--- src/rtl/cpu_mc_pkg.sv ---
// Shared FSM state encoding and Hack C-instruction field positions for cpu_mc.
package cpu_mc_pkg;

  typedef enum logic [2:0] {FETCH, READ, EXEC, WRITE, HALT} state_t;

  localparam int unsigned BIT_A = 12;
  localparam int unsigned C_HI  = 11;
  localparam int unsigned C_LO  = 6;
  localparam int unsigned D_HI  = 5;
  localparam int unsigned D_LO  = 3;
  localparam int unsigned J_HI  = 2;
  localparam int unsigned J_LO  = 0;

  localparam logic [2:0] JMP_ALWAYS = 3'b111;

endpackage

--- src/rtl/cpu_mc_ctrl.sv ---
// cpu_mc sequencer: FSM, instruction decode, jump evaluation and self-jump halt detection.
module cpu_mc_ctrl
  import cpu_mc_pkg::*;
#(
  parameter int DW = 16,
  parameter int PW = 15
) (
  input  logic          clk50m,
  input  logic          rst,
  input  logic          en25m,
  input  logic [DW-1:0] instr,
  input  logic          instr_vld,
  input  logic          inM_vld,
  input  logic          wr_ack,
  input  logic          alu_zr,
  input  logic          alu_ng,
  input  logic [PW-1:0] a_tgt,
  input  logic [PW-1:0] pc,
  output logic [DW-1:0] a_imm,
  output logic [5:0]    alu_fn,
  output logic          sel_m,
  output logic          is_a,
  output logic          ld_a,
  output logic          ld_d,
  output logic          st_m,
  output logic          jmp,
  output logic          commit,
  output logic          mreg_ld,
  output logic          rd_req,
  output logic          writeM,
  output logic          halted
);

  state_t        state;
  logic [DW-1:0] ir;
  logic          halt_pend;
  logic          is_c;
  logic          need_rd;
  logic          self_jump;
  logic [2:0]    dst;
  logic [2:0]    jcond;

  always_comb begin
    is_c      = ir[DW-1];
    is_a      = ~is_c;
    dst       = ir[D_HI:D_LO];
    jcond     = ir[J_HI:J_LO];
    sel_m     = ir[BIT_A];
    alu_fn    = ir[C_HI:C_LO];
    a_imm     = {1'b0, ir[DW-2:0]};
    ld_a      = is_c & dst[2];
    ld_d      = is_c & dst[1];
    st_m      = is_c & dst[0];
    jmp       = is_c & ((jcond[2] & alu_ng) | (jcond[1] & alu_zr) |
                        (jcond[0] & ~alu_ng & ~alu_zr));
    self_jump = is_c && (jcond == JMP_ALWAYS) && (a_tgt == pc);
    need_rd   = instr[DW-1] & instr[BIT_A];
    commit    = en25m && (state == EXEC);
    mreg_ld   = en25m && (state == READ) && inM_vld;
  end

  // rd_req/writeM/halted are registered alongside the state so they track READ/WRITE/HALT exactly
  always_ff @(posedge clk50m or posedge rst) begin
    if (rst) begin
      state     <= FETCH;
      ir        <= '0;
      halt_pend <= 1'b0;
      rd_req    <= 1'b0;
      writeM    <= 1'b0;
      halted    <= 1'b0;
    end else if (en25m) begin
      case (state)
        FETCH: begin
          if (instr_vld) begin
            ir <= instr;
            if (need_rd) begin
              state  <= READ;
              rd_req <= 1'b1;
            end else begin
              state <= EXEC;
            end
          end
        end
        READ: begin
          if (inM_vld) begin
            state  <= EXEC;
            rd_req <= 1'b0;
          end
        end
        EXEC: begin
          if (st_m) begin
            state     <= WRITE;
            writeM    <= 1'b1;
            halt_pend <= self_jump;
          end else if (self_jump) begin
            state  <= HALT;
            halted <= 1'b1;
          end else begin
            state <= FETCH;
          end
        end
        WRITE: begin
          if (wr_ack) begin
            writeM <= 1'b0;
            if (halt_pend) begin
              state  <= HALT;
              halted <= 1'b1;
            end else begin
              state <= FETCH;
            end
          end
        end
        HALT: state <= HALT;
        default: begin
          state  <= FETCH;
          rd_req <= 1'b0;
          writeM <= 1'b0;
        end
      endcase
    end
  end

endmodule

--- src/rtl/cpu_mc.sv ---
// Multi-cycle Hack CPU with valid/ack fetch, read and write handshakes.
// Optional RETIRE_CNT_EN adds a 32-bit retired-instruction counter output.
module cpu_mc
  import cpu_mc_pkg::*;
#(
  parameter int DW = 16,
  parameter int AW = 15,
  parameter int PW = 15
) (
  input  logic          clk50m,
  input  logic          rst,
  input  logic          en25m,
  input  logic [DW-1:0] instr,
  input  logic          instr_vld,
  input  logic [DW-1:0] inM,
  input  logic          inM_vld,
  input  logic          wr_ack,
  output logic          rd_req,
  output logic          writeM,
  output logic [DW-1:0] outM,
  output logic [AW-1:0] addressM,
  output logic [PW-1:0] pc,
  output logic          halted
`ifdef RETIRE_CNT_EN
  ,
  output logic [31:0]   retired
`endif
);

  logic [DW-1:0] a_reg;
  logic [DW-1:0] d_reg;
  logic [DW-1:0] mreg;
  logic [AW-1:0] addr_q;
  logic [DW-1:0] a_imm;
  logic [5:0]    alu_fn;
  logic          sel_m;
  logic          is_a;
  logic          ld_a;
  logic          ld_d;
  logic          st_m;
  logic          jmp;
  logic          commit;
  logic          mreg_ld;
  logic [DW-1:0] alu_x;
  logic [DW-1:0] alu_y;
  logic [DW-1:0] alu_out;
  logic          alu_zr;
  logic          alu_ng;

  cpu_mc_ctrl #(
    .DW(DW),
    .PW(PW)
  ) u_ctrl (
    .clk50m   (clk50m),
    .rst      (rst),
    .en25m    (en25m),
    .instr    (instr),
    .instr_vld(instr_vld),
    .inM_vld  (inM_vld),
    .wr_ack   (wr_ack),
    .alu_zr   (alu_zr),
    .alu_ng   (alu_ng),
    .a_tgt    (a_reg[PW-1:0]),
    .pc       (pc),
    .a_imm    (a_imm),
    .alu_fn   (alu_fn),
    .sel_m    (sel_m),
    .is_a     (is_a),
    .ld_a     (ld_a),
    .ld_d     (ld_d),
    .st_m     (st_m),
    .jmp      (jmp),
    .commit   (commit),
    .mreg_ld  (mreg_ld),
    .rd_req   (rd_req),
    .writeM   (writeM),
    .halted   (halted)
  );

  // alu_fn = {zx, nx, zy, ny, f, no}
  always_comb begin
    alu_x = d_reg;
    alu_y = sel_m ? mreg : a_reg;
    if (alu_fn[5]) alu_x = '0;
    if (alu_fn[4]) alu_x = ~alu_x;
    if (alu_fn[3]) alu_y = '0;
    if (alu_fn[2]) alu_y = ~alu_y;
    alu_out = alu_fn[1] ? (alu_x + alu_y) : (alu_x & alu_y);
    if (alu_fn[0]) alu_out = ~alu_out;
    alu_zr = (alu_out == '0);
    alu_ng = alu_out[DW-1];
  end

  // writeM is high exactly in WRITE, so it selects the latched store address
  assign addressM = writeM ? addr_q : a_reg[AW-1:0];

  always_ff @(posedge clk50m or posedge rst) begin
    if (rst) begin
      a_reg  <= '0;
      d_reg  <= '0;
      mreg   <= '0;
      addr_q <= '0;
      outM   <= '0;
      pc     <= '0;
    end else begin
      if (mreg_ld) mreg <= inM;
      if (commit) begin
        if (is_a)      a_reg <= a_imm;
        else if (ld_a) a_reg <= alu_out;
        if (ld_d) d_reg <= alu_out;
        if (st_m) begin
          addr_q <= a_reg[AW-1:0];
          outM   <= alu_out;
        end
        pc <= jmp ? a_reg[PW-1:0] : pc + PW'(1);
      end
    end
  end

`ifdef RETIRE_CNT_EN
  always_ff @(posedge clk50m or posedge rst) begin
    if (rst)         retired <= '0;
    else if (commit) retired <= retired + 32'd1;
  end
`endif

endmodule
--- config.mk ---
export PLATFORM = sky130hd
export DESIGN_NAME = cpu_mc
export DESIGN_NICKNAME = d
export VERILOG_FILES = /design/src/rtl/cpu_mc_pkg.sv /design/src/rtl/cpu_mc_ctrl.sv /design/src/rtl/cpu_mc.sv
export SDC_FILE = /design/constraint.sdc
export NUM_CORES = 1
export LEC_CHECK = 0
export CAP_MARGIN = 30
export CELL_PAD_IN_SITES_DETAIL_PLACEMENT = 0
export CELL_PAD_IN_SITES_GLOBAL_PLACEMENT = 1
export CORE_ASPECT_RATIO = 0.6
export CORE_MARGIN = 2
export CORE_UTILIZATION = 44
export DETAILED_ROUTE_END_ITERATION = 16
export GPL_ROUTABILITY_DRIVEN = 0
export GPL_TIMING_DRIVEN = 0
export PLACE_DENSITY_LB_ADDON = 0.1
export SLEW_MARGIN = 10
export SYNTH_ARGS = -nofsm -noshare
export SYNTH_HDL_FRONTEND = slang
export SYNTH_SLANG_ARGS = --single-unit
--- constraint.sdc ---
create_clock -name clk50m -period 6.3 [get_ports clk50m]
set_input_delay 0.63 -clock clk50m [delete_from_list [all_inputs] [get_ports clk50m]]
set_output_delay 0.63 -clock clk50m [all_outputs]
set_load 0.02 [all_outputs]
==> results of run 1 <==
==> area by class of cell <==
type                       count  area [µm²]  share of cell area [%]
multi-input combinational    601        4228                   45.81
sequential                   117        2928                   31.72
timing repair buffer          89       903.4                   9.789
clock buffer                  22       474.2                   5.138
tap                          228       285.3                   3.091
buffer                        53       224.0                   2.427
clock inverter                 9       102.6                   1.112
inverter                      21       83.83                  0.9084
==> what timing repair did <==
item / 4_1_cts / 5_1_grt
endpoints found under the hold margin: 0 / 0
setup buffers: 0 / 0
setup endpoints to repair: 0 / 2
resized for setup: 0 / 2
==> routing by layer <==
| metal | part of all wire (%) | routed length [µm] | track usage, % | vias to the layer above |
|---|---|---|---|---|
| li1 | - | - | - | 3053 |
| met1 | 51 | 11710 | 43.02 | 3311 |
| met2 | 40 | 9153 | 34.97 | 303 |
| met3 | 8.9 | 2065 | 5.909 | 16 |
| met4 | 0.74 | 171 | 5.882 | 0 |
| met5 | 0 | 0 | 0 | - |
==> cells by family (layout without fill, tap and decap cells) <==
logic type | Yosys count | in the layout | share of synthesized area (%)
AND/OR/NAND/NOR | 248 | 248 | 17.37
multiplexers | 91 | 91 | 13.24
flip-flops | 117 | 117 | 39.26
buffers and inverters | 74 | 194 | 4.044
AO/OA/AOI/OAI | 180 | 180 | 15.45
adder cells (fa/ha/maj) | 18 | 18 | 3.121
XOR/XNOR | 64 | 64 | 7.517
==> cell usage after synthesis, drive strengths merged, types with 6 or more instances <==
master	instances	share of area (%)
nand2	71	3.6
inv	21	1.1
nor3	13	0.87
and3	21	1.8
nand3	32	2.1
nor4	10	0.84
xor2	33	3.9
mux2	61	9.2
nor2	34	1.7
dfrtp	117	39
a211oi	7	0.77
buf	13	0.97
clkbuf	40	2.0
a21oi	35	2.3
mux2i	30	4.0
o22ai	13	1.1
o21ai	74	5.0
xnor2	31	3.6
nand2b	21	1.8
or3	14	1.2
a22oi	9	1.4
ha	17	2.9
a211o	6	0.70
==> cell usage in the layout, fill, tap and decap left out, drive strengths merged, types with 4 or more instances in the layout <==
cell and count:
o22ai 13, a22oi 9, buf 15, a21oi 35, nand2 71, nor4b 5
o211ai 5, and2 4, dfrtp 117, inv 21, nor3 13, nand3 32
o21ai 74, clkbuf 62, a211o 6, and3 21, nor4 10, a211oi 7
a21o 5, nand2b 21, xor2 33, mux2i 30, ha 17, or3 14
xnor2 31, nor2b 5, mux2 61, clkdlybuf4s50 86, nor2 34, clkinv 4
nand3b 4
==> worst paths after layout <==
check                               from       endpoint  slack, ns  cells after the start
min                        u_ctrl.halted  u_ctrl.halted       0.47                      1
min in group asynchronous            rst      addr_q[4]       0.60                      2
min reg2reg                u_ctrl.halted  u_ctrl.halted       0.47                      1
max                        u_ctrl.ir[10]          pc[8]       0.34                     16
max reg2reg                u_ctrl.ir[10]          pc[8]       0.34                     16
max in group asynchronous            rst       d_reg[8]       4.95                      3
==> metrics by stage <==
step	std cells	area [µm²]	util, %
after floorplan	792	7457	-
after global placement	1106	8603	52.47
after detailed placement	1108	8646	52.73
after CTS	1139	9223	56.25
after global routing	1140	9229	56.29
final	1140	9229	56.29
==> run summary, run 1 <==
The vertical extent of the die was 104.8 µm. Summing every instance area after synthesis gives 7457 µm². The floorplan step set the die width to 172.1 µm. The worst slew margin relative to its limit is 42.26%, and the ratio of cells with drive above 1 in the final layout is 12.61%. STA classifies the critical path endpoint as a flip-flop. The largest fanout on the critical path was 10; the accumulated negative setup slack was 0 ns. CTS built an H-tree with a depth of 4.

The critical path goes through clkbuf_1 > clkbuf_1 > xnor2_1 > fa_1 > a211oi_1 > o211ai_1 > a221o_1 > o2111ai_1 > nand3b_1 > or4b_1 > or4b_1 > a31oi_1 > buf_4 > buf_12 > mux2i_1 > a22oi_2. The setup-violating endpoint count in the final report was 0. Together, buffers and inverters on the worst path number 4. Aggregate global routing overflow: 0. TritonCTS built the clock tree.

The number of hold buffers added after CTS was 0. Using the TritonRoute via totals, the vias-per-cell ratio works out to 5.862. The layout has 1482 filler cells. The count of inserted antenna diode cells was 0. For the total iterations of the first detailed-routing run, the log shows 5. Counting flops with an async set or reset pin after synthesis yields a share of 100.0%. Placeable core region: 16400 µm².

Counting the buffers created by CTS gives 17. Wires add up to 23100 µm. The number of buffers added on ports is 86. The count of synthesis-stage warnings from yosys is 0. By startpoint and endpoint, the worst setup path is classified as reg -> reg. The area growth from synthesis to layout was 23.76%. The vias after detailed routing came out at 6683. Count of flip-flops with a built-in enable after synthesis: 0. The clock net in this run drives a total of 117 sinks.

The number of DRC markers in iteration 0 is 661, and the critical path data required time is 6.55 ns. The top flip-flop cell by instance count after synthesis was dfrtp_1. The first global-routing pass estimated 36160 µm of wire. The post-route minimum period was 5.964 ns; the maximum operating frequency was 167.7 MHz. The initial antenna violation count is 0, and the number of global-route vias before repair is 6340. The floorplan step defined a die boundary enclosing 18040 µm². In this run the remaining antenna-violating nets after routing total 0. The actual transition at the worst max-transition pin works out to 0.8661 ns.

Yosys mapped the design onto 65 distinct sky130hd cell types. Of the available clock period, the critical path in the final layout requires 94.66%. The tools report the pre-CTS setup slack as 0.3901 ns.

In the final routed layout, each cell accounts on average for 20.26 µm. The initialized floorplan defines 36 standard-cell rows. The run gives 17420 µm as the estimated wirelength of the detail-placed design. The startpoint class of the critical path is a flip-flop.

On the worst path, the slowest cell contributes a delay of 0.72 ns. The run gives 6.22 ns as the critical path arrival. Number of placed I/O pins: 87.

Entering global routing, the biggest net connects 76 pins. CTS placed an instance of clkbuf_16 at the clock tree root. The net count of the finished layout is 956. After synthesis, the mean cell area works out to 9.416 µm². On the critical path, the stage with the largest delay is an instance of clkbuf_1. Initial core utilization: 45.48%. The run gives 0.009381 ns as the final setup skew. The flow ran to the end, and the final reports show no timing, DRC or antenna violations. The tools report the number of max-cap violations as 0. The worst min-delay path category is reg -> reg. In this run the deepest clock path goes through 2 buffers.

The run gives 39.26% as the sequential share of the synthesized area. Counting flops and latches in the post-synthesis netlist gives 117. Counting every instance in the synthesized netlist gives 792. The global-route usage over all layers came out at 26.50%. The number of nets in the synthesized netlist is 848. For the worst-skew pair, the clock arrives at the later sink with an insertion delay of 0.40 ns. The worst-case setup margin in the final layout was 0.3363 ns.

The total count of max-transition violations in the final report was 0. After detailed routing, the number of remaining DRC violations is 0. The family with the most delay on the worst path is buffers and inverters. The register clock-pin slew on the reported worst setup and hold paths is 0.06 ns, and the final hold slack is 0.4721 ns. Setup repair after global routing left no endpoint under its margin. The run gives 0 as the number of hold violations in the final report.
Power of run 1 is not shown: default switching activity piles up to over one toggle a cycle in this logic, so the estimate is an artifact.
==> run 2: changes to the inputs <==
--- a/config.mk
+++ b/config.mk
@@ -8,9 +8,8 @@
 export CAP_MARGIN = 30
 export CELL_PAD_IN_SITES_DETAIL_PLACEMENT = 0
 export CELL_PAD_IN_SITES_GLOBAL_PLACEMENT = 1
-export CORE_ASPECT_RATIO = 0.6
 export CORE_MARGIN = 2
-export CORE_UTILIZATION = 44
+export CORE_UTILIZATION = 40
 export DETAILED_ROUTE_END_ITERATION = 16
 export GPL_ROUTABILITY_DRIVEN = 0
 export GPL_TIMING_DRIVEN = 0
==> constraint.sdc (replaced) <==
create_clock -name clk50m -period 4.81 [get_ports clk50m]
set_input_delay 0.481 -clock clk50m [delete_from_list [all_inputs] [get_ports clk50m]]
set_output_delay 0.481 -clock clk50m [all_outputs]
set_load 0.02 [all_outputs]
==> run 2 against run 1 <==
- worst hold slack worse by 0.018 ns
- fmax up 27%
- global-route usage is 1.9 points lower
- wire length rose by 3.9%
- final area rose by 3.9%
- die area up 9.5%
- sequential share of layout area decreased by 1.1 points
- register-to-register slack worse by 0.23 ns
- core utilization is 3.5 points lower
- critical path type unchanged
==> run summary, run 2 (same netlist as run 1, synthesis figures left out) <==
The via density per instance was 5.805 (-0.97%). The critical path is of the reg -> reg type. The logs give 4.97 ns (-1.25 ns) for the critical path arrival and 5 (unchanged) for the total iterations of the first detailed-routing run.

The deepest clock path buffer count came out at 2 (unchanged). The slowest cell on the critical path was or4b_4. The critical path goes through clkbuf_4 > xnor2_1 > fa_2 > a211oi_2 > o211ai_1 > a221o_1 > o2111ai_1 > nand3b_1 > or4b_4 > or4b_4 > a31oi_4 > buf_6 > buf_12 > mux2i_4 > a22oi_2. TritonCTS built the clock tree. The run gives 5.08 ns (-1.47 ns) as the critical path data required time. The number of buffers added on ports was 86 (unchanged); the number of remaining DRC errors was 0 (unchanged). The tools report the placeable core region as 18150 µm² (+11%). The combined buffer and inverter count along the critical path is 3 (-1), and the pin count of the biggest net entering global routing is 67 (-12%).

The core utilization of the finished layout is 52.83% (-3.5 points), and the clock latency at the later pin of the worst-skew pair is 0.43 ns (+0.03 ns). The logs give 0 (unchanged) for the number of hold violations in the final report and 0 (unchanged) for the hold-fix buffer count after cts. The number of global-route vias before repair came out at 6356 (+0.25%). The total count of max-transition violations in the final report is 0 (unchanged), and the number of DRC markers in iteration 0 is 515 (-22%). For the worst slew margin relative to its limit, the log shows 41.33% (-0.93 points).

The aggregate global routing overflow is 0 (unchanged), and the estimated wirelength of the detail-placed design is 17530 µm (+0.63%). The library cell used most frequently in the layout, excluding fill and tap cells, is dfrtp_1. The run gives 6647 (-0.54%) as the vias after detailed routing. The maximum operating frequency is 212.8 MHz (+27%), and the delay of the slowest cell on the worst path is 0.59 ns (-0.13 ns).

The tools report the number of max-cap violations as 0 (unchanged). The tools report the first-pass GRT wire length as 37050 µm (+2.5%). Root cell of the clock tree: clkbuf_16.

The final setup skew was 0.008778 ns (-0.0006035 ns); the ratio of cells with drive above 1 in the final layout was 18.05% (+5.4 points). The die area is 19750 µm² (+9.5%), and the actual transition at the worst max-transition pin is 0.8800 ns (+0.01396 ns). The die boundary width came out at 140.5 µm (-18%).

The run finished with clean final reports. The tools report the initial antenna violation count as 2 (+2). Type of element capturing the critical path: a flip-flop. The count of clock tree sinks was 117 (unchanged).

The cell family contributing the most delay on the critical path is simple AND/OR/NAND/NOR gates. The number of placed I/O pins was 87 (unchanged); the vertical extent of the die was 140.5 µm (+34%). Detail-routed net length per standard cell: 20.95 µm (+3.4%). The post-route minimum period is 4.699 ns (-1.265 ns), and the number of nets in the layout is 957 (+0.10%). In the layout the commonest cells are dfrtp_1 (107), clkdlybuf4s50_1 (86), nand2_1 (71), o21ai_0 (71), mux2_2 (61).

Among the stages of the critical path, the cell type that occurs most often is or4b_4. The total wire length is 23990 µm (+3.9%). The worst min-delay path category is in -> async.

The register clock-pin slew on the reported worst setup and hold paths is 0.06 ns (about the same), and the CTS buffer count is 17 (unchanged). Number of cell rows: 49 (+36%). For the global-route usage over all layers, the log shows 24.60% (-1.9 points). The number of levels the H-tree was split into was 4 (unchanged); the post-route clock period utilization was 97.69% (+3.0 points). The run gives 0 (unchanged) as the number of nets with antenna violations after detailed routing. Largest fanout on the critical path: 10 (unchanged).

The setup-violating endpoint count in the final report is 0 (unchanged), and the area growth from synthesis to layout is 28.56%. The initial core utilization is 41.09% (-4.4 points). The worst setup path is launched from a flip-flop.
[run 2: final cells by class]
| cell class | count | area, µm² |
|---|---|---|
| clock buffer | 18 | 429.2 |
| inverter | 21 | 83.83 |
| antenna | 2 | 5.005 |
| clock inverter | 14 | 202.7 |
| multi-input combinational | 601 | 4431 |
| sequential | 117 | 2940 |
| tap | 229 | 286.5 |
| timing repair buffer | 98 | 991.0 |
| fill | 1674 | 8561 |
| buffer | 45 | 217.7 |
[run 2: path summary, 6_finish.rpt]
check | slack, ns | cells past startpoint | endpoint | from
worst min-delay path | 0.45 | 2 | mreg[4] | rst
worst min register to register | 0.48 | 1 | u_ctrl.halted | u_ctrl.halted
worst max register to register | 0.11 | 15 | pc[6] | u_ctrl.ir[10]
max in group asynchronous | 3.62 | 3 | a_reg[3] | rst
min in group clk50m | 0.48 | 1 | u_ctrl.halted | u_ctrl.halted
worst max-delay path | 0.11 | 15 | pc[6] | u_ctrl.ir[10]
[run 2: worst reg2reg max path: stages (launching register included)]
cell	delay, ns
dfrtp_2	0.54
clkbuf_4	0.33
xnor2_1	0.15
fa_2	0.44
a211oi_2	0.27
o211ai_1	0.18
a221o_1	0.40
o2111ai_1	0.10
nand3b_1	0.19
or4b_4	0.59
or4b_4	0.55
a31oi_4	0.20
buf_6	0.14
buf_12	0.15
mux2i_4	0.24
a22oi_2	0.07
[run 2: metal layers]
metal / vias to the layer above / global-route usage, % / wire length [µm]
met4: 2 / 7.579 / 397
met1: 3298 / 36.13 / 11650
met5: - / 0 / 13
met3: 33 / 6.427 / 1484
met2: 241 / 35.50 / 10440
li1: 3073 / - / -
[run 2: what timing repair did]
action	CTS	global route
setup buffers	4	5
cloned	0	0
resized for setup	26	35
pin swaps	2	9
endpoints found under the setup margin	15	15
[run 2: stage by stage]
| step | worst slack [ns] | cells | instance area [µm²] | TNS [ns] | hold slack [ns] |
|---|---|---|---|---|---|
| 6_report | 0.1110 | 1145 | 9587 | 0 | 0.4538 |
| 5_1_grt | -0.04712 | 1143 | 9582 | -0.3251 | 0.5006 |
| 4_1_cts | 0.0004796 | 1137 | 9373 | 0 | 0.4776 |
| 3_5_place_dp | -0.9538 | 1108 | 8638 | -13.10 | 0.4609 |
| 3_3_place_gp | -0.8785 | 1107 | 8606 | -77.20 | 0.4556 |
| 2_1_floorplan | 0.1346 | 792 | 7458 | 0 | 0.4502 |
Power of run 2 is left out for the same reason.
